### src/rtl/hazard_scoreboard_unit_pkg.sv
// cpu_hazard_pkg: shared scoreboard types, forward-select encoding and latency clamp helper
package cpu_hazard_pkg;
  localparam int FWD_REGFILE = 0;
  localparam int DEF_ADDRW = 4;
  localparam int DEF_SELW = 2;
  typedef struct packed {
    logic valid;
    logic [DEF_ADDRW-1:0] dest;
    logic [DEF_SELW-1:0] lat;
  } inflight_t;
  function automatic int clampLat(input int lat, input int depth);
    return lat < 1 ? 1 : (lat > depth ? depth : lat);
  endfunction
endpackage

### src/rtl/hazard_inflight_pipe.sv
// hazard_inflight_pipe: FWDDEPTH+1 entry in-flight shift register, pos 0 = E, issue or bubble insert
module hazard_inflight_pipe
  import cpu_hazard_pkg::*;
#(
  parameter int FWDDEPTH = 2,
  parameter type entryT = inflight_t
) (
  input  logic  clock,
  input  logic  reset,
  input  logic  issue,
  input  entryT ins,
  output entryT ents [FWDDEPTH+1]
);
  always_ff @(posedge clock) begin
    if (reset) begin
      for (int k = 0; k <= FWDDEPTH; k++) ents[k] <= '0;
    end else begin
      ents[0] <= issue ? ins : '0;
      for (int k = 1; k <= FWDDEPTH; k++) ents[k] <= ents[k-1];
    end
  end
endmodule

### src/rtl/hazard_scoreboard_unit.sv
// hazard_scoreboard_unit: scoreboard stall/flush control plus registered forward selects; HAZARD_PERF_EN adds stall/flush counters
module hazard_scoreboard_unit
  import cpu_hazard_pkg::*;
#(
  parameter int ADDRESSWIDTH = 4,
  parameter int NUMSRC = 2,
  parameter int FWDDEPTH = 2,
  parameter int SELW = $clog2(FWDDEPTH + 1)
) (
  input  logic                           clock,
  input  logic                           reset,
  input  logic                           decValid,
  input  logic                           decWriteEn,
  input  logic [ADDRESSWIDTH-1:0]        decDest,
  input  logic [SELW-1:0]                decLat,
  input  logic [NUMSRC-1:0]              decSrcUsed,
  input  logic [NUMSRC*ADDRESSWIDTH-1:0] decSrcAddr,
  input  logic                           takeBranchE,
  output logic                           stallF,
  output logic                           stallD,
  output logic                           flushD,
  output logic                           flushE,
  output logic [NUMSRC*SELW-1:0]         fwdSelE
`ifdef HAZARD_PERF_EN
  ,
  output logic [31:0]                    stallCount,
  output logic [31:0]                    flushCount
`endif
);
  typedef struct packed {
    logic valid;
    logic [ADDRESSWIDTH-1:0] dest;
    logic [SELW-1:0] lat;
  } entryT;
  entryT ents [FWDDEPTH+1];
  entryT ins;
  logic hazard;
  logic issue;
  logic [NUMSRC-1:0] found;
  logic [NUMSRC*SELW-1:0] sel;
  hazard_inflight_pipe #(.FWDDEPTH(FWDDEPTH), .entryT(entryT)) pipe (
    .clock(clock),
    .reset(reset),
    .issue(issue),
    .ins(ins),
    .ents(ents)
  );
  // youngest-first scan; the write-back slot is excluded since the register file already holds it
  always_comb begin
    hazard = 1'b0;
    found = '0;
    sel = {NUMSRC{SELW'(FWD_REGFILE)}};
    for (int s = 0; s < NUMSRC; s++) begin
      for (int p = 0; p < FWDDEPTH; p++) begin
        if (decValid && decSrcUsed[s] && !found[s] && ents[p].valid &&
            ents[p].dest == decSrcAddr[s*ADDRESSWIDTH +: ADDRESSWIDTH]) begin
          found[s] = 1'b1;
          if (p + 1 >= int'(ents[p].lat)) sel[s*SELW +: SELW] = SELW'(p + 1);
          else hazard = 1'b1;
        end
      end
    end
  end
  assign issue = decValid & ~hazard & ~takeBranchE;
  assign ins = '{valid: decWriteEn, dest: decDest, lat: SELW'(clampLat(int'(decLat), FWDDEPTH))};
  assign stallF = ~reset & ~takeBranchE & hazard;
  assign stallD = stallF;
  assign flushD = reset | takeBranchE;
  assign flushE = flushD | hazard;
  always_ff @(posedge clock) begin
    if (reset) fwdSelE <= '0;
    else fwdSelE <= issue ? sel : {NUMSRC{SELW'(FWD_REGFILE)}};
  end
`ifdef HAZARD_PERF_EN
  always_ff @(posedge clock) begin
    if (reset) begin
      stallCount <= '0;
      flushCount <= '0;
    end else begin
      if (stallF && !(&stallCount)) stallCount <= stallCount + 32'd1;
      if (takeBranchE && !(&flushCount)) flushCount <= flushCount + 32'd1;
    end
  end
`endif
endmodule

### config.mk
export PLATFORM = sky130hd
export DESIGN_NAME = hazard_scoreboard_unit
export DESIGN_NICKNAME = d
export VERILOG_FILES = /design/src/rtl/hazard_scoreboard_unit_pkg.sv /design/src/rtl/hazard_inflight_pipe.sv /design/src/rtl/hazard_scoreboard_unit.sv
export SDC_FILE = /design/constraint.sdc
export NUM_CORES = 1
export LEC_CHECK = 0
export ABC_AREA = 1
export BUFFER_PORTS_ARGS = -buffer_cell sky130_fd_sc_hd__buf_2
export CAP_MARGIN = 0
export CORE_MARGIN = 2
export CORE_UTILIZATION = 30
export DETAILED_ROUTE_END_ITERATION = 8
export GPL_TIMING_DRIVEN = 0
export PLACE_DENSITY = 0.59
export SLEW_MARGIN = 20
export SYNTH_ARGS = -nofsm -noshare
export SYNTH_HDL_FRONTEND = slang
export SYNTH_SLANG_ARGS = --single-unit
### constraint.sdc
create_clock -name clock -period 2.2 [get_ports clock]
set_input_delay 0.33 -clock clock [delete_from_list [all_inputs] [get_ports clock]]
set_output_delay 0.33 -clock clock [all_outputs]
set_load 0.05 [all_outputs]
==> results.cfg <==
[synthesis]
synthCells = 139
synth_fa_ha_area_share_pct = 0
synth-compound-area-share_pct = 2.40
synth.area.mux_share_pct = 0
synth_xor_area_share_pct = 2.80
synth-warning-count = 0
syn_area_um2 = 938
syn_nets = 160
synth_seq_cells = 18
synth_top_family_by_area = simple AND/OR/NAND/NOR gates
synth.yosys.seq_area_share_pct = 38.4
yosys.area_share.simple_pct = 42.0
avgSynthCellArea_um2 = 6.75
synth_cell_types = 19

[route]
wirelength_met1_um = 938
wl_mm = 2.03
drtAntennaViolNets = 0
vias_per_cell = 4.28
drtIter0Drc = 17
vias = 864
drc = 0
route.met3.wl_um = 110
top_layer = met4
firstDrtPassIters = 5
wire_per_inst_um = 10.1
wl_met2_um = 971

[status]
status = finished, final reports clean

[pwr]
p_sw_uw = 152
leakage_uw = 0.000559
swShare_pct = 26.2
intPower_uw = 428
finalPower_uw = 580
p_comb_share_pct = 14.8
power_frac_clock_pct = 27.3
ir_drop_v = 0.000240
power.density_nw_per_um2 = 500
seq_power_share_pct = 57.9

[clocking]
cts-root-buf = clkbuf_4
cts_buffer_depth = 2
cts_buffers = 3
clkTransAtPathRegs_ns = 0.10
cts_tree = done
htreeDepth = 1
cts.sink_count = 18
clkLatencyLatePin_ns = 0.29

[grt]
grt_pass1_vias = 821
grt_pass1_wl_mm = 3.49
grt.total_usage_pct = 13.2
grt_max_degree = 11
overflow = 0
antenna_found_initial = 0

[timing]
fin_crit_ns = 2.06
skew_ns = 0.0133
worst_slew_pin_slew_ns = 0.404
drv_slew = 0
max-slew-margin-rel_pct = 73.1
worst_slack_ns = 0.141
period_share_pct = 93.6
hold_viol_final = 0
setup_violations = 0
max_freq_mhz = 486

[floorplan]
top_level_ports = 29
fp.coreArea_um2 = 3000
fp.dieW_um = 59.9
dieArea_um2 = 3590
die_h_um = 59.9
fp-row-count = 20
initial_core_util_pct = 31.3

[setup_path]
critPathArrivalTime_ns = 1.73
cp-start-kind = flip-flop
cp-end-kind = output port
path_class = reg -> out
path_max_fanout = 3
critPathRequiredTime_ns = 1.87

[finish]
finalNetCount = 192
layout_common_cells = 39 x nand2_1, 28 x inv_1, 25 x buf_2, 13 x nor2_2, 13 x dfxtp_1
syn_to_final_growth_pct = 23.7
drive_gt1_share_pct = 36.7
final_common_cell = nand2_1
antennaDiodeCount = 0

[flow_run]
max-cap-violations = 0

[placed_design]
dp_slack_ns = 0.297
post-dp-hpwl_mm = 1.67
io_buffers = 26
finalWeightedCongestion = 0.912

[worst_hold_path]
hold_path_class = in -> reg
==> flip-flops by register name (all words and copies together) (netlist names) <==
| signal | flops |
|---|---|
| pipe.ents | 14 |
| fwdSelE | 4 |
==> cell usage after synthesis <==
library cell,n,area share (%)
a21oi_2,1,0.93
nor2_1,14,5.6
nand4_1,4,2.7
nand3_1,6,3.2
nand2_1,39,16
o21ai_2,1,0.93
inv_2,1,0.40
nand2_2,3,2.0
a21oi_1,1,0.53
buf_4,1,0.80
dfxtp_1,18,38
clkbuf_1,1,0.40
buf_6,1,1.2
xnor2_1,3,2.8
clkinv_1,1,0.40
nor2_4,2,2.4
nand3_2,3,3.2
nor2_2,11,7.3
inv_1,28,11
==> power by group through the flow <==
stage          Sequential [µW]  Combinational (µW)  Clock (µW)
6_report                   336                85.8         159
5_1_grt                    337                95.8         197
4_1_cts                    336                83.5         171
3_5_place_dp               343                83.1           0
3_3_place_gp               343                81.5           0
2_1_floorplan              342                52.5           0
==> cell families after synthesis <==
group	count (synthesis)
DFF	18
AOI/OAI and AO/OA	3
and+or+nand+nor	82
xor gates and xnor gates	3
buffers and inverters	33
==> layout make-up <==
cell class	instances	area [µm²]
Clock buffer	3	22.5
Buffer	3	22.5
Inverter	30	113
Timing Repair Buffer	27	144
Multi-Input combinational cell	88	452
Fill cell	331	1840
Sequential cell	18	367
Tap cell	33	41.3
==> layer usage <==
layer  up-vias  global-route usage, %
met3         2                   2.81
met2        25                   22.8
met1       370                   15.7
met4         0                   5.71
li1        467                      -
met5         -                      0
==> stage by stage <==
stage,TNS (ns),util [%],instances,hold WS [ns],area [µm²]
floorplan,0,-,139,0.388,942
global placement,0,37.1,198,0.397,1110
detailed placement,0,37.1,198,0.401,1110
CTS,0,37.9,201,0.195,1140
global route,-0.0923,38.7,202,0.184,1160
finish,0,38.7,202,0.215,1160
==> final timing paths <==
path	start	end	slack (ns)	depth (start not counted)
setup reg to reg	pipe.ents[17]	pipe.ents[19]	0.74	11
setup / recovery	pipe.ents[17]	stallD	0.14	9
hold reg to reg	pipe.ents[14]	pipe.ents[7]	0.41	2
hold / removal	decLat[1]	pipe.ents[14]	0.21	2
==> timing repair <==
| action | in CTS | in global routing |
|---|---|---|
| gates resized for setup | 1 | 8 |
| setup buffers | 0 | 1 |
| pin swaps | 0 | 1 |
| hold buffers | 0 | 0 |
| endpoints found under the setup margin | 1 | 3 |
| hold endpoints to repair | 0 | 0 |
| gates cloned | 0 | 0 |
==> critical path, stage by stage (launching register included) <==
cell and delay [ns]:
dfxtp_2 0.35, inv_1 0.06, nand2_1 0.06, nand2_1 0.07, nor2_2 0.18, nand3_2 0.11
nand2_1 0.10, nand2_2 0.08, a21oi_2 0.16, buf_2 0.28
Note: power is estimated with default switching activity, not from simulation.
